## config.mk

```make
export PLATFORM = sky130hd
export DESIGN_NAME = alu_op_sequencer_flat
export DESIGN_NICKNAME = d
export VERILOG_FILES = /design/src/rtl/alu_op_sequencer_pkg.sv /design/src/rtl/alu_op_sequencer_if.sv /design/src/rtl/alu_op_sequencer_shift_add_mul.sv /design/src/rtl/alu_op_sequencer.sv /design/src/flat_wrapper.sv
export SDC_FILE = /design/constraint.sdc
export NUM_CORES = 1
export LEC_CHECK = 0
export BUFFER_PORTS_ARGS = -buffer_cell sky130_fd_sc_hd__buf_2
export CELL_PAD_IN_SITES_DETAIL_PLACEMENT = 1
export CELL_PAD_IN_SITES_GLOBAL_PLACEMENT = 2
export CORE_MARGIN = 5
export CORE_UTILIZATION = 35
export DETAILED_ROUTE_END_ITERATION = 8
export PLACE_DENSITY = 0.79
export SLEW_MARGIN = 30
export SYNTH_ARGS = -nofsm -noshare
export SYNTH_HDL_FRONTEND = slang
export SYNTH_SLANG_ARGS = --single-unit
export TNS_END_PERCENT = 1
```

## constraint.sdc

```tcl
create_clock -name clk -period 2.1 [get_ports clk]
set_input_delay 0.21 -clock clk [delete_from_list [all_inputs] [get_ports clk]]
set_output_delay 0.21 -clock clk [all_outputs]
set_load 0.01 [all_outputs]
```

## src/rtl/alu_op_sequencer_pkg.sv

```systemverilog
// Shared types and flag layout for the ALU op sequencer.
// The flag constants are only used when ALU_SEQ_FLAGS_EN is defined.
package alu_seq_pkg;

  typedef enum logic [1:0] {
    OP_MUL  = 2'b00,
    OP_ADD  = 2'b01,
    OP_SUB  = 2'b10,
    OP_PASS = 2'b11
  } op_t;

  typedef enum logic [1:0] {
    IDLE = 2'b00,
    MUL  = 2'b01,
    DONE = 2'b10
  } state_t;

  localparam int FLAGS_W    = 3;
  localparam int FLAG_CARRY = 0;
  localparam int FLAG_OVF   = 1;
  localparam int FLAG_ZERO  = 2;

  function automatic logic [FLAGS_W-1:0] pack_flags(input logic zero, input logic ovf,
                                                    input logic carry);
    logic [FLAGS_W-1:0] f;
    f             = '0;
    f[FLAG_ZERO]  = zero;
    f[FLAG_OVF]   = ovf;
    f[FLAG_CARRY] = carry;
    return f;
  endfunction

endpackage

```

## src/rtl/alu_op_sequencer_if.sv

```systemverilog
// Command/result handshake bundle between the bus side and the sequencer.
// res_flags exists only when ALU_SEQ_FLAGS_EN is defined.
interface alu_op_sequencer_if #(parameter int WIDTH = 8);
  import alu_seq_pkg::*;

  logic             req_valid;
  logic             req_ready;
  op_t              req_op;
  logic [WIDTH-1:0] req_a;
  logic [WIDTH-1:0] req_b;
  logic [WIDTH-1:0] req_c;
  logic             res_valid;
  logic             res_ready;
  logic [WIDTH-1:0] res_data;
`ifdef ALU_SEQ_FLAGS_EN
  logic [FLAGS_W-1:0] res_flags;

  modport master (output req_valid, req_op, req_a, req_b, req_c, res_ready,
                  input  req_ready, res_valid, res_data, res_flags);
  modport slave  (input  req_valid, req_op, req_a, req_b, req_c, res_ready,
                  output req_ready, res_valid, res_data, res_flags);
`else
  modport master (output req_valid, req_op, req_a, req_b, req_c, res_ready,
                  input  req_ready, res_valid, res_data);
  modport slave  (input  req_valid, req_op, req_a, req_b, req_c, res_ready,
                  output req_ready, res_valid, res_data);
`endif

endinterface

```

## src/rtl/alu_op_sequencer_shift_add_mul.sv

```systemverilog
// Iterative shift-add multiplier: one partial product per cycle after start.
// done is high in the cycle whose edge completes the last step; product is then final.
module shift_add_mul #(
  parameter int WIDTH = 8
) (
  input  logic               clk,
  input  logic               reset,
  input  logic               clr,
  input  logic               start,
  input  logic [WIDTH-1:0]   a,
  input  logic [WIDTH-1:0]   b,
  output logic               done,
  output logic [2*WIDTH-1:0] product
);

  localparam int IW = $clog2(WIDTH) + 1;
  localparam logic [IW-1:0] LAST = IW'(WIDTH - 1);

  logic [2*WIDTH-1:0] acc_r;
  logic [2*WIDTH-1:0] mcand_r;
  logic [WIDTH-1:0]   mplier_r;
  logic [IW-1:0]      iter_r;
  logic               run_r;
  logic [2*WIDTH-1:0] acc_next_s;

  // Next accumulator value; exposed as product so the last step is captured without a bubble.
  always_comb begin
    if (mplier_r[0]) begin
      acc_next_s = acc_r + mcand_r;
    end else begin
      acc_next_s = acc_r;
    end
  end

  assign done    = run_r && (iter_r == LAST);
  assign product = acc_next_s;

  // Operand load on start, then one shift-add step per cycle.
  always_ff @(posedge clk or posedge reset) begin
    if (reset) begin
      acc_r    <= '0;
      mcand_r  <= '0;
      mplier_r <= '0;
      iter_r   <= '0;
      run_r    <= 1'b0;
    end else if (clr) begin
      run_r    <= 1'b0;
    end else if (start) begin
      acc_r    <= '0;
      mcand_r  <= {{WIDTH{1'b0}}, a};
      mplier_r <= b;
      iter_r   <= '0;
      run_r    <= 1'b1;
    end else if (run_r) begin
      acc_r    <= acc_next_s;
      mcand_r  <= mcand_r << 1;
      mplier_r <= mplier_r >> 1;
      iter_r   <= iter_r + {{(IW-1){1'b0}}, 1'b1};
      run_r    <= !done;
    end
  end

endmodule

```

## src/rtl/alu_op_sequencer.sv

```systemverilog
// Command front end for the ALU: single-cycle ADD/SUB/PASS, iterative MUL, held result.
// Optional result flags {zero, ovf, carry} are built when ALU_SEQ_FLAGS_EN is defined.
module alu_op_sequencer
  import alu_seq_pkg::*;
#(
  parameter int WIDTH = 8,
  parameter int CNT_W = 16
) (
  input  logic               clk,
  input  logic               reset,
  input  logic               clr,
  alu_op_sequencer_if.slave  bus,
  output logic               busy,
  output logic [CNT_W-1:0]   done_count
);

  state_t             state_r;
  logic               mul_start_s;
  logic               mul_done_s;
  logic [2*WIDTH-1:0] mul_product_s;
  logic [WIDTH:0]     add_s;
  logic [WIDTH-1:0]   alu_result_s;

  assign mul_start_s = (state_r == IDLE) && bus.req_valid && !clr && (bus.req_op == OP_MUL);

  shift_add_mul #(.WIDTH(WIDTH)) u_mul (
    .clk     (clk),
    .reset   (reset),
    .clr     (clr),
    .start   (mul_start_s),
    .a       (bus.req_a),
    .b       (bus.req_b),
    .done    (mul_done_s),
    .product (mul_product_s)
  );

  // Single-cycle result for ADD/SUB/PASS, taken straight from the request operands.
  always_comb begin
    add_s = {1'b0, bus.req_a} + {1'b0, bus.req_b};
    case (bus.req_op)
      OP_ADD:  alu_result_s = add_s[WIDTH-1:0];
      OP_SUB:  alu_result_s = bus.req_a - bus.req_b;
      OP_PASS: alu_result_s = bus.req_c;
      default: alu_result_s = '0;
    endcase
  end

`ifdef ALU_SEQ_FLAGS_EN
  logic [FLAGS_W-1:0] alu_flags_s;
  logic [FLAGS_W-1:0] mul_flags_s;
  logic               carry_s;

  // Carry is ADD carry-out or SUB borrow; ovf only reports a lost MUL upper half.
  always_comb begin
    case (bus.req_op)
      OP_ADD:  carry_s = add_s[WIDTH];
      OP_SUB:  carry_s = (bus.req_a < bus.req_b);
      default: carry_s = 1'b0;
    endcase
    alu_flags_s = pack_flags(alu_result_s == '0, 1'b0, carry_s);
    mul_flags_s = pack_flags(mul_product_s[WIDTH-1:0] == '0,
                             |mul_product_s[2*WIDTH-1:WIDTH], 1'b0);
  end
`else
  logic unused_flag_bits_s;
  assign unused_flag_bits_s = ^{add_s[WIDTH], mul_product_s[2*WIDTH-1:WIDTH]};
`endif

  // Control FSM with registered handshake outputs; clr aborts without counting.
  always_ff @(posedge clk or posedge reset) begin
    if (reset) begin
      state_r       <= IDLE;
      bus.req_ready <= 1'b1;
      bus.res_valid <= 1'b0;
      bus.res_data  <= '0;
      busy          <= 1'b0;
      done_count    <= '0;
`ifdef ALU_SEQ_FLAGS_EN
      bus.res_flags <= '0;
`endif
    end else if (clr) begin
      state_r       <= IDLE;
      bus.req_ready <= 1'b1;
      bus.res_valid <= 1'b0;
      busy          <= 1'b0;
    end else begin
      case (state_r)
        IDLE: begin
          if (bus.req_valid) begin
            busy          <= 1'b1;
            bus.req_ready <= 1'b0;
            if (bus.req_op == OP_MUL) begin
              state_r       <= MUL;
            end else begin
              state_r       <= DONE;
              bus.res_valid <= 1'b1;
              bus.res_data  <= alu_result_s;
`ifdef ALU_SEQ_FLAGS_EN
              bus.res_flags <= alu_flags_s;
`endif
            end
          end
        end
        MUL: begin
          if (mul_done_s) begin
            state_r       <= DONE;
            bus.res_valid <= 1'b1;
            bus.res_data  <= mul_product_s[WIDTH-1:0];
`ifdef ALU_SEQ_FLAGS_EN
            bus.res_flags <= mul_flags_s;
`endif
          end
        end
        DONE: begin
          if (bus.res_ready) begin
            state_r       <= IDLE;
            bus.res_valid <= 1'b0;
            bus.req_ready <= 1'b1;
            busy          <= 1'b0;
            done_count    <= done_count + {{(CNT_W-1){1'b0}}, 1'b1};
          end
        end
        default: begin
          state_r       <= IDLE;
          bus.res_valid <= 1'b0;
          bus.req_ready <= 1'b1;
          busy          <= 1'b0;
        end
      endcase
    end
  end

endmodule

```

## src/flat_wrapper.sv

```systemverilog
// flat-port wrapper written by rule: the top's interface ports become plain ports
module alu_op_sequencer_flat import alu_seq_pkg::*;
#(
  parameter int WIDTH = 8,
  parameter int CNT_W = 16
)
  (clk, reset, clr, busy, done_count, bus_req_valid, bus_req_op, bus_req_a, bus_req_b, bus_req_c, bus_res_ready, bus_req_ready, bus_res_valid, bus_res_data);
  alu_op_sequencer_if #(.WIDTH(WIDTH)) bus_i ();
  input  logic clk;
  input  logic reset;
  input  logic clr;
  output logic busy;
  output logic [CNT_W-1:0] done_count;
  input wire logic [$bits(bus_i.req_valid)-1:0] bus_req_valid;
  input wire logic [$bits(bus_i.req_op)-1:0] bus_req_op;
  input wire logic [$bits(bus_i.req_a)-1:0] bus_req_a;
  input wire logic [$bits(bus_i.req_b)-1:0] bus_req_b;
  input wire logic [$bits(bus_i.req_c)-1:0] bus_req_c;
  input wire logic [$bits(bus_i.res_ready)-1:0] bus_res_ready;
  output wire logic [$bits(bus_i.req_ready)-1:0] bus_req_ready;
  output wire logic [$bits(bus_i.res_valid)-1:0] bus_res_valid;
  output wire logic [$bits(bus_i.res_data)-1:0] bus_res_data;
  assign bus_i.req_valid = bus_req_valid;
  assign bus_i.req_op = bus_req_op;
  assign bus_i.req_a = bus_req_a;
  assign bus_i.req_b = bus_req_b;
  assign bus_i.req_c = bus_req_c;
  assign bus_i.res_ready = bus_res_ready;
  assign bus_req_ready = bus_i.req_ready;
  assign bus_res_valid = bus_i.res_valid;
  assign bus_res_data = bus_i.res_data;
  alu_op_sequencer #(.WIDTH(WIDTH), .CNT_W(CNT_W)) u_core (.clk(clk), .reset(reset), .clr(clr), .bus(bus_i), .busy(busy), .done_count(done_count));
endmodule
```

## After elaboration in Yosys (flattened, before gate mapping)

Index checks and enable logic that the tools add are counted.

- Output and inout bits: 27
- Bits in registers: 74
- Bits of input ports: 31

- Equal/unequal tests: 14
- Reductions and logical operators: 18
- Mux-type cells: 36
- $add $sub $neg: 5
- Bitwise operators: 1

Operators by type and width:

| kind | number |
|---|---|
| $mux W16 | 5 |
| $mux W8 | 5 |
| $pmux W8 S3 | 1 |
| $add A16 B1 Y16 const B | 1 |
| $add A16 B16 Y16 | 1 |
| $pmux W8 S2 | 1 |
| $mux W1 | 13 |
| $ne A3 B3 Y1 const B | 4 |
| $reduce_and A3 Y1 | 4 |
| $mux W2 | 5 |
| $pmux W1 S3 | 3 |
| $add A8 B8 Y8 | 1 |
| $mux W4 | 2 |
| $ne A2 B2 Y1 const B | 4 |
| $sub A8 B8 Y8 | 1 |
| $eq A2 B2 Y1 const B | 3 |
| $pmux W2 S3 | 1 |
| $reduce_bool A2 Y1 | 3 |
| $reduce_and A5 Y1 | 1 |
| $add A4 B1 Y4 const B | 1 |
| $eq A2 B1 Y1 const B | 2 |
| $eq A4 B3 Y1 const B | 1 |
| $logic_and A1 B1 Y1 | 4 |
| $logic_not A2 Y1 | 2 |
| other kinds (4) | 5 |

## Logic depth before layout (Yosys ltp)

Gate-level depths: netlist of run 1.

- Word-level depth: 6
- Depth in mapped cells: 11
- Gate-level depth less buffers: 11

## Hierarchy

A second synthesis of run 1 with hierarchy kept.

- Cell total of the unflattened synthesis: 487
- Area total of the unflattened synthesis: 4700.8 sq um

By module, submodules not included:

| module | area an instance (sq um) | cells an instance | instances |
|---|---|---|---|
| shift_add_mul | 2767.7 | 283 | 1 |
| alu_op_sequencer | 1933.1 | 204 | 1 |

## Worst setup path before layout of run 1

OpenSTA, ideal clock, no wires.

- Path kind: input to register
- From: input bus_req_op[0]
- To: register u_core.bus.res_data[6]
- Stages on the path: 10
- Arrival: 2083 ps
- Data required time: 1975 ps
- Path buffers: 0
- Slack: -108 ps
- Cell sequence: inv_1 -> ha_1 -> mux2_2 -> fa_1 -> nand2b_1 -> a21oi_1 -> o21a_1 -> o21ai_0 -> a41oi_1 -> a21oi_1

- Cells in the longest elaborated chain, start to end: 5
- Elaborated cells on any way between the ends: 10
- Those cells by class: 4 x eq/ne; 4 x mux; 2 x reduce/logical

RTL lines:

| item | RTL line | text |
|---|---|---|
| from (decl) | flat_wrapper.sv:15 | `input wire logic [$bits(bus_i.req_op)-1:0] bus_req_op;` |
| $eq A2 B2 Y1 / $eq A2 B1 Y1 (equally long branches) | alu_op_sequencer.sv:40 | `case (bus.req_op)` |
| $pmux W8 S3 | alu_op_sequencer.sv:40 |  |
| $mux W8 | alu_op_sequencer.sv:92 | `if (bus.req_op == OP_MUL) begin` |
| $mux W8 | alu_op_sequencer.sv:89 | `if (bus.req_valid) begin` |
| $pmux W8 S2 | alu_op_sequencer.sv:87 | `case (state_r)` |
| to (signal assigned) | alu_op_sequencer.sv:97 | `bus.res_data <= alu_result_s;` |
| to (signal assigned) | alu_op_sequencer.sv:108 | `bus.res_data <= mul_product_s[WIDTH-1:0];` |
| to (decl) | alu_op_sequencer_if.sv:26 | `output req_ready, res_valid, res_data);` |

Several ways; a longest one is shown, not always the timed one. The select of a mux whose other input is x is not followed.
A chain may end at the register's enable or synchronous reset.

## Worst setup path in the final report of run 1

- From: register u_core.u_mul.acc_r[0]
- To: register u_core.bus.res_data[6]

- Cells in the longest elaborated chain, start to end: 4

RTL lines:

| item | RTL line | text |
|---|---|---|
| from (decl) | alu_op_sequencer_shift_add_mul.sv:19 | `logic [2*WIDTH-1:0] acc_r;` |
| from (signal assigned) | alu_op_sequencer_shift_add_mul.sv:55 | `acc_r <= acc_next_s;` |
| $add A16 B16 Y16 | alu_op_sequencer_shift_add_mul.sv:29 | `acc_next_s = acc_r + mcand_r;` |
| $mux W16 | alu_op_sequencer_shift_add_mul.sv:28 | `if (mplier_r[0]) begin` |
| $mux W8 | alu_op_sequencer.sv:105 | `if (mul_done_s) begin` |
| $pmux W8 S2 | alu_op_sequencer.sv:87 |  |

No other way between the ends. The select of a mux whose other input is x is not followed.

==> flow_metrics.py, run 1 <==
metrics = {
    "sta": {
        "finalSetupViolations": 0,
        "setup_ws_ns": 0.0259,
        "layout_worst_path_cycle_share_pct": 98.8,
        "max_freq_mhz": 482,
        "maxSlewViolCount": 0,
        "timing_hold_violations_final": 0,
        "timing.slew.headroom_pct": 73.9,
        "clock_skew_ns": 0.00912,
        "unrepaired_setup_endpoints_after_global_routing": "yes",
        "finalCriticalPeriod_ns": 2.07,
        "tns_ns": 0,
        "tightestPinTransition_ns": 0.392,
    },
    "setup_path": {
        "worst_reg2reg_path_length_in_cells": 10,
        "crit_path_start_kind": "register",
        "path_class": "reg2reg",
        "worstPathMaxFanout": 3,
        "required_ns": 2.37,
        "worstReg2RegStart": "u_core.u_mul.acc_r[0]",
        "timing.rr.end": "u_core.bus.res_data[6]",
        "timing.critical_path.to_type": "register",
        "r2r_setup_slack_ns": 0.03,
        "arrival_time_of_the_worst_setup_path_ns": 2.34,
    },
    "outcome": {
        "run_status": "finished, final reports clean",
    },
    "logic_synthesis": {
        "syn-cell-area_um2": 3680,
        "ys_warn_count": 0,
        "netlist_top_cells_count": "sky130_fd_sc_hd__nand2_1 (59), sky130_fd_sc_hd__dfrtp_1 (57), sky130_fd_sc_hd__nor2_1 (38), sky130_fd_sc_hd__o21ai_0 (21)",
        "netlist.top_cell.by_area": "sky130_fd_sc_hd__dfrtp_1",
        "postSynth.asyncResetShare_pct": 100,
        "mappedNetlistNets": 460,
        "netlist_top_cells_area": "sky130_fd_sc_hd__dfrtp_1 (39%), sky130_fd_sc_hd__ha_1 (6.8%), sky130_fd_sc_hd__nand2_1 (6.0%)",
        "postSynthCellCount": 407,
        "synth-edff-count": 0,
        "synthMostInstantiatedCell": "sky130_fd_sc_hd__nand2_1",
        "post_synthesis_sequential_element_count": 58,
        "ys_seq_area_share_pct": 39.5,
        "synth_top_flop_cell": "sky130_fd_sc_hd__dfrtp_1",
        "postSynthAreaPerCell_um2": 9.03,
        "synth_top_area_share_pct": 38.8,
        "netlist-cell-type-count": 59,
    },
    "placement": {
        "hpwl_um": 8300,
        "dp_worst_setup_slack_ns": -0.368,
        "io_port_bufs": 57,
        "gp_routability_congestion": 0.813,
    },
    "global_routing": {
        "wire_length_of_the_first_global_routing_pass_um": 18200,
        "grt_max_degree": 59,
        "grt_util_all_layers_pct": 17.6,
        "grt_antenna_before_repair": 0,
        "grt_overflow_total": 0,
        "first_global_vias": 3638,
    },
    "final_layout": {
        "finalCoreUtilization_pct": 45.5,
        "final_net_count": 557,
        "layout_area_overhead_pct": 27.3,
        "diodes": 0,
        "seq_area_um2": 1450,
        "n_fill_cell": 1231,
        "drive_gt1_share_pct": 29.9,
        "area_of_the_multi_input_gates_um2": 2150,
    },
    "detailed_routing": {
        "antenna_violating_nets_post_route": 0,
        "drt_iter0_markers": 128,
        "routed_wire_length_per_instance_um": 16.5,
        "totalWireLength_um": 10700,
        "detail_route.first_pass.iterations": 4,
        "drc": 0,
        "num_vias": 3337,
        "avgViaCountPerCell": 5.17,
    },
    "die": {
        "coreArea_um2": 10300,
        "floorplan.initialDensity_pct": 35.8,
        "floorplan.die.height_um": 112,
        "die_area_um2": 12700,
        "design.portCount": 58,
        "fp.dieW_um": 112,
        "placement_rows": 37,
    },
    "clock_tree": {
        "cts.root.buffer_cell": "sky130_fd_sc_hd__clkbuf_8",
        "cts.sink_count": 58,
        "numCtsBuffers": 9,
        "cts_tree": "done",
        "clk_path_buf_depth": 2,
        "clkTransAtPathRegs_ns": 0.07,
        "cts-htree-levels": 3,
        "worst_skew_pair_latency_ns": 0.35,
    },
    "min_path": {
        "holdPathEnd": "u_core.u_mul.mplier_r[7]",
        "hold_path_depth": 2,
        "worst_hold_path_type": "in2reg",
        "hold_start": "bus_req_b[7]",
    },
    "power_and_ir_drop": {
        "seqPwrFrac_pct": 33.7,
        "power.combinational.fraction_pct": 48.8,
        "power_switching_share_pct": 41.2,
        "cell_internal_pwr_w": 0.00307,
        "post-layout-total-power_w": 0.00522,
        "clock_power_share_pct": 17.4,
        "switching_power_w": 0.00215,
        "power_density_nw_per_um2": 1120,
        "p_leak_nw": 2.19,
        "max-vdd-ir-drop_v": 0.000426,
    },
    "job": {
        "maxCapViolCount": 0,
    },
}
==> cell type report <==
| cell class | count | share of cell area, % |
|---|---|---|
| multi-input cells | 311 | 45.9 |
| flip-flops and latches | 58 | 31.1 |
| repair buffers | 103 | 14.2 |
| well taps | 136 | 3.64 |
| clock buffers | 13 | 3.18 |
| inverters | 21 | 1.74 |
| clock inverters | 3 | 0.321 |
==> power by group through the flow <==
stage	Clock, W	Sequential, W	Combinational (W)
final	0.000908	0.00176	0.00255
after global routing	0.000975	0.00182	0.00285
after CTS	0.000930	0.00177	0.00248
after detailed placement	0	0.00178	0.00240
after global placement	0	0.00177	0.00230
after floorplan	0	0.00175	0.00155
==> logic make-up after synthesis <==
family                     synth area share (%)
and+or+nand+nor                            19.7
AOI/OAI and AO/OA                          20.0
DFF                                        39.5
buffers and inverters                      4.94
xor gates and xnor gates                   6.19
adders and majority gates                  7.90
muxes                                      1.77
==> metal layers <==
layer	vias to the layer above	part of all wire [%]	track usage, %
li1	1637	-	-
met1	1616	46	22.4
met2	66	48	30.2
met3	18	3.7	3.13
met4	0	2.3	5.93
met5	-	0	0
==> cell usage in the layout, fill, tap and decap left out, drive strengths merged, types with 4 or more instances in the layout <==
cell	n
buf	102
nand2	59
dfrtp	57
nor2	40
o21ai	25
ha	20
inv	20
xnor2	19
a31oi	19
a21oi	16
nand3	13
clkbuf	13
nor2b	9
xor2	7
nor3	7
nand4	6
o21bai	4
o21a	4
a22oi	4
nand2b	4
o22a	4
a211oi	4
o31ai	4
mux2	4
clkinv	4
==> registers in the layout (all words and copies together) (netlist names), 2 cells and up <==
register	flops
u_core.u_mul.mplier_r	8
u_core.u_mul.iter_r	4
u_core.bus.res_data	8
u_core.done_count	16
u_core.state_r	2
u_core.u_mul.acc_r	8
u_core.u_mul.mcand_r	8
==> worst max-delay path, stage by stage (launching register included) <==
cell	delay (ns)
sky130_fd_sc_hd__dfrtp_1	0.38
sky130_fd_sc_hd__ha_2	0.20
sky130_fd_sc_hd__inv_2	0.06
sky130_fd_sc_hd__fa_2	0.23
sky130_fd_sc_hd__nor2b_4	0.05
sky130_fd_sc_hd__o31a_1	0.27
sky130_fd_sc_hd__o21ai_2	0.14
sky130_fd_sc_hd__a21boi_1	0.09
sky130_fd_sc_hd__buf_4	0.14
sky130_fd_sc_hd__o31a_1	0.29
sky130_fd_sc_hd__a21oi_2	0.13
==> stage by stage <==
stage	instances	cell area (um2)	hold slack (ns)
floorplan	407	3690	0.350
global placement	626	4390	0.297
finish	645	4680	0.123
detailed placement	626	4390	0.301
global route	645	4680	0.147
CTS	643	4600	0.108
==> worst max path at each step <==
stage | start | endpoint | cells after the start
6_report | u_core.u_mul.acc_r[0] | u_core.bus.res_data[6] | 10
2_1_floorplan | bus_req_op[0] | u_core.bus.res_data[6] | 10
3_5_place_dp | bus_req_op[0] | u_core.bus.res_data[6] | 11
4_1_cts | u_core.u_mul.mcand_r[0] | u_core.bus.res_data[6] | 10
5_1_grt | bus_req_op[0] | u_core.bus.res_data[5] | 12
3_3_place_gp | bus_req_b[0] | u_core.bus.res_data[6] | 12
==> timing repair <==
item                       CTS  global route
setup endpoints to repair    3             5
gates resized for setup     11            20
buffers inserted             0             2
hold endpoints to repair    57             0
pin swaps                    2             9
hold buffers                 1             0
(Power assumes the default switching activity.)
==> run 2: changes to the inputs <==
--- a/config.mk
+++ b/config.mk
@@ -6,12 +6,13 @@
 export NUM_CORES = 1
 export LEC_CHECK = 0
 export BUFFER_PORTS_ARGS = -buffer_cell sky130_fd_sc_hd__buf_2
+export CAP_MARGIN = 20
 export CELL_PAD_IN_SITES_DETAIL_PLACEMENT = 1
 export CELL_PAD_IN_SITES_GLOBAL_PLACEMENT = 2
 export CORE_MARGIN = 5
-export CORE_UTILIZATION = 35
+export CORE_UTILIZATION = 38
 export DETAILED_ROUTE_END_ITERATION = 8
-export PLACE_DENSITY = 0.79
+export PLACE_DENSITY = 0.85
 export SLEW_MARGIN = 30
 export SYNTH_ARGS = -nofsm -noshare
 export SYNTH_HDL_FRONTEND = slang
==> constraint.sdc (replaced) <==
create_clock -name clk -period 2.5 [get_ports clk]
set_input_delay 0.25 -clock clk [delete_from_list [all_inputs] [get_ports clk]]
set_output_delay 0.25 -clock clk [all_outputs]
set_load 0.01 [all_outputs]
==> run 2 against run 1 <==
Effect of this change: register-to-register slack better by 0.12 ns; wire length shrank 3.6%; highest routed layer unchanged; final area down 7.4%; clock power decreased by 7.2%; total power shrank 20%; maximum frequency fell by 12%; core utilization rose by 0.93 points.
==> flow_metrics.py, run 2 (synthesis results as in run 1) <==
metrics = {
    "setup_path": {
        "worstPathMaxFanout": 3,
        "timing.critical_path.to_type": "register",
        "timing.rr.end": "u_core.bus.res_data[6]",
        "cp_num_buf_inv": 1,
        "path_cells": "ha_1, inv_1, fa_1, nor2b_1, o31a_1, o21ai_1, a21boi_0, o31a_1, a21oi_1",
        "required_ns": 2.71,
        "crit_path_start_kind": "register",
        "critical_path.most_common_cell": "sky130_fd_sc_hd__o31a_1",
        "worst_reg2reg_path_length_in_cells": 9,
        "arrival_time_of_the_worst_setup_path_ns": 2.56,
        "worstReg2RegStart": "u_core.u_mul.mcand_r[0]",
        "r2r_setup_slack_ns": 0.15,
        "path_class": "reg2reg",
        "critical-path-top-delay-family": "compound AO/OA/AOI/OAI gates",
        "critical_path.max_stage_delay_ns": 0.40,
        "critPathSlowestCell": "sky130_fd_sc_hd__fa_1",
    },
    "global_routing": {
        "grt_util_all_layers_pct": 18.6,
        "grt_antenna_before_repair": 0,
        "grt_overflow_total": 0,
        "first_global_vias": 3406,
        "grt_max_degree": 25,
        "wire_length_of_the_first_global_routing_pass_um": 17000,
    },
    "detailed_routing": {
        "num_vias": 3224,
        "drc": 0,
        "detail_route.first_pass.iterations": 4,
        "avgViaCountPerCell": 5.31,
        "routed_wire_length_per_instance_um": 16.9,
        "antenna_violating_nets_post_route": 0,
        "totalWireLength_um": 10300,
        "drt_iter0_markers": 100,
    },
    "clock_tree": {
        "cts.root.buffer_cell": "sky130_fd_sc_hd__clkbuf_8",
        "cts_tree": "done",
        "cts-htree-levels": 3,
        "clk_path_buf_depth": 2,
        "cts.sink_count": 58,
        "numCtsBuffers": 9,
        "clkTransAtPathRegs_ns": 0.07,
        "worst_skew_pair_latency_ns": 0.34,
    },
    "power_and_ir_drop": {
        "max-vdd-ir-drop_v": 0.000306,
        "power_density_nw_per_um2": 961,
        "p_leak_nw": 2.02,
    },
    "min_path": {
        "hold_path_depth": 2,
        "worst_hold_path_type": "in2reg",
        "hold_start": "bus_req_b[7]",
        "holdPathEnd": "u_core.u_mul.mplier_r[7]",
    },
    "sta": {
        "max_freq_mhz": 425,
        "maxSlewViolCount": 0,
        "clock_skew_ns": 0.0129,
        "tightestPinTransition_ns": 0.528,
        "unrepaired_setup_endpoints_after_global_routing": "no",
        "finalSetupViolations": 0,
        "timing.slew.headroom_pct": 64.5,
        "setup_ws_ns": 0.147,
        "timing_hold_violations_final": 0,
        "finalCriticalPeriod_ns": 2.35,
        "tns_ns": 0,
        "layout_worst_path_cycle_share_pct": 94.1,
    },
    "final_layout": {
        "final_cell_mix": "sky130_fd_sc_hd__nand2_1 (59), sky130_fd_sc_hd__buf_2 (57), sky130_fd_sc_hd__dfrtp_1 (57)",
        "final_cells": 607,
        "largest_register_ffs": 16,
        "largest-register": "u_core.done_count",
        "drive_gt1_share_pct": 21.1,
        "layout_area_overhead_pct": 17.9,
        "diodes": 0,
        "final_net_count": 526,
        "layout.cells.most_common": "sky130_fd_sc_hd__nand2_1",
        "final_area_um2": 4330,
    },
    "outcome": {
        "run_status": "finished, final reports clean",
    },
    "die": {
        "design.portCount": 58,
        "placement_rows": 35,
        "die_area_um2": 11700,
        "fp.dieW_um": 108,
        "floorplan.die.height_um": 108,
        "coreArea_um2": 9330,
        "floorplan.initialDensity_pct": 39.4,
    },
    "placement": {
        "io_port_bufs": 57,
        "dp_worst_setup_slack_ns": -0.0834,
        "placement.cell_area_um2": 4140,
        "hpwl_um": 8050,
        "gp_routability_congestion": 0.832,
        "placed_cells_incl_taps": 590,
    },
    "job": {
        "maxCapViolCount": 0,
    },
}
run 2: changes by cell type in the layout (fill, tap and decap cells not counted), moves of 3 or more:
cell / previous run / this run
sky130_fd_sc_hd__ha_1: 17 / 20
sky130_fd_sc_hd__a21oi_2: 5 / 0
sky130_fd_sc_hd__buf_4: 45 / 13
sky130_fd_sc_hd__a21oi_1: 10 / 15
sky130_fd_sc_hd__inv_1: 14 / 19
sky130_fd_sc_hd__o21ai_0: 17 / 21
sky130_fd_sc_hd__inv_2: 5 / 1
run 2: worst register-to-register path, stage by stage, from the launching register on:
cell                       delay, ns
sky130_fd_sc_hd__dfrtp_1        0.39
sky130_fd_sc_hd__ha_1           0.23
sky130_fd_sc_hd__inv_1          0.07
sky130_fd_sc_hd__fa_1           0.40
sky130_fd_sc_hd__nor2b_1        0.24
sky130_fd_sc_hd__o31a_1         0.22
sky130_fd_sc_hd__o21ai_1        0.09
sky130_fd_sc_hd__a21boi_0       0.32
sky130_fd_sc_hd__o31a_1         0.20
sky130_fd_sc_hd__a21oi_1        0.06
run 2: worst max-delay path by stage:
stage	startpoint	to	slack [ns]	cells past startpoint
finish	u_core.u_mul.mcand_r[0]	u_core.bus.res_data[6]	0.15	9
CTS	u_core.u_mul.mcand_r[0]	u_core.bus.res_data[6]	0.19	9
global placement	bus_req_b[5]	u_core.bus.res_data[7]	-0.03	11
global route	u_core.u_mul.mcand_r[0]	u_core.bus.res_data[6]	0.02	9
detailed placement	bus_req_b[5]	u_core.bus.res_data[7]	-0.08	11
floorplan	bus_req_op[0]	u_core.bus.res_data[6]	0.25	10
run 2: layer usage:
metal,vias to the layer above,routed length [um],GRT usage [%]
met5,-,0,0
met4,0,130,5.05
met3,12,431,3.64
met2,69,5060,32.2
met1,1571,4660,23.6
li1,1572,-,-
run 2: where the power goes:
group / switching (W) / total [W] / internal (W)
combinational: 0.00105 / 0.00184 / 0.000793
clock: 0.000390 / 0.000843 / 0.000453
sequential: 0.000260 / 0.00148 / 0.00122
total: 0.00170 / 0.00416 / 0.00247
run 2: area by class of cell:
class | instances | area [um2]
Clock buffer | 10 | 128
Clock inverter | 6 | 57.6
Fill cell | 1140 | 4990
Inverter | 21 | 78.8
Multi-Input combinational cell | 311 | 2040
Sequential cell | 58 | 1450
Tap cell | 129 | 161
Timing Repair Buffer | 72 | 413
run 2: timing repair:
| item | 4_1_cts | 5_1_grt |
|---|---|---|
| endpoints found under the hold margin | 17 | 0 |
| setup buffers | 0 | 0 |
| resized for setup | 0 | 0 |
| hold buffers | 1 | 0 |
| setup endpoints to repair | 0 | 0 |
run 2: metrics by stage:
step                utilization [%]  hold slack [ns]  power [W]
finish                         46.5            0.162    0.00416
global route                   46.5            0.176    0.00450
CTS                            46.5            0.145    0.00420
detailed placement             44.4            0.263    0.00333
global placement               44.4            0.263    0.00326
floorplan                         -            0.390    0.00277
==> run 3: changes to the inputs <==
--- a/config.mk
+++ b/config.mk
@@ -6,13 +6,15 @@
 export NUM_CORES = 1
 export LEC_CHECK = 0
 export BUFFER_PORTS_ARGS = -buffer_cell sky130_fd_sc_hd__buf_2
-export CAP_MARGIN = 20
+export CAP_MARGIN = 30
 export CELL_PAD_IN_SITES_DETAIL_PLACEMENT = 1
 export CELL_PAD_IN_SITES_GLOBAL_PLACEMENT = 2
 export CORE_MARGIN = 5
-export CORE_UTILIZATION = 38
+export CORE_UTILIZATION = 39
+export CTS_BUF_LIST = sky130_fd_sc_hd__clkbuf_2
 export DETAILED_ROUTE_END_ITERATION = 8
-export PLACE_DENSITY = 0.85
+export MAX_ROUTING_LAYER = met4
+export PLACE_DENSITY = 0.87
 export SLEW_MARGIN = 30
 export SYNTH_ARGS = -nofsm -noshare
 export SYNTH_HDL_FRONTEND = slang
==> run 3 against run 2 <==
Effect of this change: non-clock buffer count rose by 10; maximum frequency rose by 2.0%; flip-flop and latch count did not move; worst hold slack got worse by 0.13 ns; die area fell by 2.3%; final cell count fell by 1.3%; clock skew rose by 0.033 ns; first-iteration DRC count rose by 16%; critical path type is now in2reg; largest cell class unchanged; highest routed layer unchanged.
==> flow_metrics.py, run 3 (synthesis results as in run 1) <==
metrics = {
    "detailed_routing": {
        "num_vias": 3303,
        "drt_iter0_markers": 116,
        "detail_route.first_pass.iterations": 4,
        "avgViaCountPerCell": 5.51,
        "drc": 0,
        "totalWireLength_um": 10300,
        "routed_wire_length_per_instance_um": 17.2,
        "antenna_violating_nets_post_route": 0,
    },
    "setup_path": {
        "path_class": "in2reg",
        "worstReg2RegStart": "u_core.u_mul.mcand_r[0]",
        "cp_num_buf_inv": 2,
        "timing.critical_path.to_type": "register",
        "critical_path.max_stage_delay_ns": 0.53,
        "critPathSlowestCell": "sky130_fd_sc_hd__dlygate4sd3_1",
        "required_ns": 2.94,
        "crit_path_start_kind": "input port",
        "worstPathMaxFanout": 4,
        "arrival_time_of_the_worst_setup_path_ns": 2.75,
        "path_cells": "dlygate4sd3_1, buf_2, nor4_4, a21oi_1, xnor2_1, ha_1, a21oi_1, o21ai_0, o21ai_1, xnor2_1, nand3_1, a32oi_1",
        "cp-startpoint": "bus_req_b[5]",
        "critical-path-top-delay-family": "compound AO/OA/AOI/OAI gates",
    },
    "power_and_ir_drop": {
        "max-vdd-ir-drop_v": 0.000350,
        "p_leak_nw": 2.04,
        "power_density_nw_per_um2": 907,
    },
    "final_layout": {
        "area_of_the_multi_input_gates_um2": 2060,
        "layout.cells.most_common": "sky130_fd_sc_hd__nand2_1",
        "final_area_um2": 4350,
        "final_net_count": 536,
        "seq_area_um2": 1450,
        "final_cell_mix": "sky130_fd_sc_hd__nand2_1 (59), sky130_fd_sc_hd__buf_2 (57), sky130_fd_sc_hd__dfrtp_1 (57)",
        "layout_area_overhead_pct": 18.3,
        "largest_register_ffs": 16,
        "largest-register": "u_core.done_count",
        "n_fill_cell": 1096,
        "drive_gt1_share_pct": 20.7,
    },
    "global_routing": {
        "grt_max_degree": 25,
        "grt_util_all_layers_pct": 19.4,
        "first_global_vias": 3402,
        "grt_antenna_before_repair": 1,
        "grt_overflow_total": 0,
        "wire_length_of_the_first_global_routing_pass_um": 16900,
    },
    "min_path": {
        "hold_start": "bus_req_a[0]",
        "worst_hold_path_type": "in2reg",
    },
    "clock_tree": {
        "cts.repair_timing.setup_buffer_count": 0,
        "cts_tree": "done",
        "worst_skew_pair_latency_ns": 0.51,
        "numCtsBuffers": 9,
        "cts-htree-levels": 3,
        "clkTransAtPathRegs_ns": 0.20,
        "clk_path_buf_depth": 2,
        "cts.sink_count": 58,
        "cts.root.buffer_cell": "sky130_fd_sc_hd__clkbuf_2",
    },
    "sta": {
        "max_freq_mhz": 433,
        "layout_worst_path_cycle_share_pct": 92.3,
        "tightestPinTransition_ns": 0.554,
        "timing.slew.headroom_pct": 63.0,
        "maxSlewViolCount": 0,
        "finalCriticalPeriod_ns": 2.31,
        "unrepaired_setup_endpoints_after_global_routing": "no",
        "timing_hold_violations_final": 0,
        "tns_ns": 0,
        "clock_skew_ns": 0.0459,
        "finalSetupViolations": 0,
    },
    "die": {
        "design.portCount": 58,
        "floorplan.die.height_um": 107,
        "floorplan.initialDensity_pct": 40.0,
        "coreArea_um2": 9200,
        "die_area_um2": 11500,
        "fp.dieW_um": 107,
        "placement_rows": 35,
    },
    "job": {
        "maxCapViolCount": 0,
    },
    "placement": {
        "gp_routability_congestion": 0.885,
        "placement.cell_area_um2": 4110,
        "io_port_bufs": 57,
        "hpwl_um": 7820,
    },
    "outcome": {
        "run_status": "finished, final reports clean",
    },
}
-- run 3: cell count changes in the layout (fill, tap and decap cells not counted), sizes merged --
cell	before	now
dlygate4sd3	1	12
buf	71	70
diode	0	1
clkinv	5	6
clkinvlp	1	0
clkbuf	10	9
-- run 3: cell type report --
| type | count | area share (%) |
|---|---|---|
| diodes | 1 | 0.0575 |
| clock buffers | 9 | 1.04 |
| clock inverters | 6 | 1.35 |
| inverters | 21 | 1.81 |
| multi-input cells | 311 | 47.3 |
| flip-flops and latches | 58 | 33.4 |
| well taps | 111 | 3.19 |
| repair buffers | 82 | 11.9 |
-- run 3: metrics by stage --
| step | hold slack [ns] | utilization [%] | total power [W] | std cells | setup slack (ns) |
|---|---|---|---|---|---|
| after global routing | 0.00203 | 47.3 | 0.00427 | 599 | 0.0509 |
| final | 0.0291 | 47.3 | 0.00395 | 599 | 0.192 |
| after global placement | 0.290 | 44.7 | 0.00326 | 571 | 0.0608 |
| after CTS | 0.00189 | 47.1 | 0.00397 | 598 | 0.0204 |
| after detailed placement | 0.296 | 44.7 | 0.00335 | 571 | -0.0222 |
| after floorplan | 0.390 | - | 0.00277 | 407 | 0.252 |
-- run 3: worst paths after layout --
kind,to,slack [ns],cells after the start
setup / recovery,u_core.bus.res_data[7],0.19,12
hold / removal,u_core.u_mul.mcand_r[0],0.03,3
setup reg to reg,u_core.bus.res_data[6],0.20,9
hold reg to reg,u_core.done_count[15],0.50,1
max in group asynchronous,u_core.u_mul.acc_r[4],1.53,4
min in group asynchronous,u_core.u_mul.mcand_r[5],0.26,3
-- run 3: power by group --
part / leakage, nW / switching (W) / internal (W)
combinational: 1.24 / 0.00105 / 0.000804
sequential: 0.725 / 0.000269 / 0.00122
clock: 0.0713 / 0.000385 / 0.000221
-- run 3: metal layers --
metal  wire length, um  GRT usage [%]  up-vias
li1                  -              -     1598
met1              4680           23.4     1615
met2              5040           32.7       74
met5                 0              -        -
met4               223           7.31        0
met3               383           3.07       16
-- run 3: timing repair --
| action | in CTS | in global routing |
|---|---|---|
| endpoints found under the setup margin | 0 | 1 |
| resized for setup | 0 | 3 |
| endpoints found under the hold margin | 30 | 0 |
| hold buffers | 12 | 0 |
-- run 3: worst reg2reg max path, cell delays in order, from the launching register on --
cell,delay [ns]
sky130_fd_sc_hd__dfrtp_1,0.43
sky130_fd_sc_hd__ha_1,0.23
sky130_fd_sc_hd__inv_1,0.08
sky130_fd_sc_hd__fa_1,0.38
sky130_fd_sc_hd__nor2b_1,0.22
sky130_fd_sc_hd__o31a_1,0.18
sky130_fd_sc_hd__o21ai_1,0.08
sky130_fd_sc_hd__a21boi_0,0.33
sky130_fd_sc_hd__o31a_1,0.18
sky130_fd_sc_hd__a21oi_1,0.06
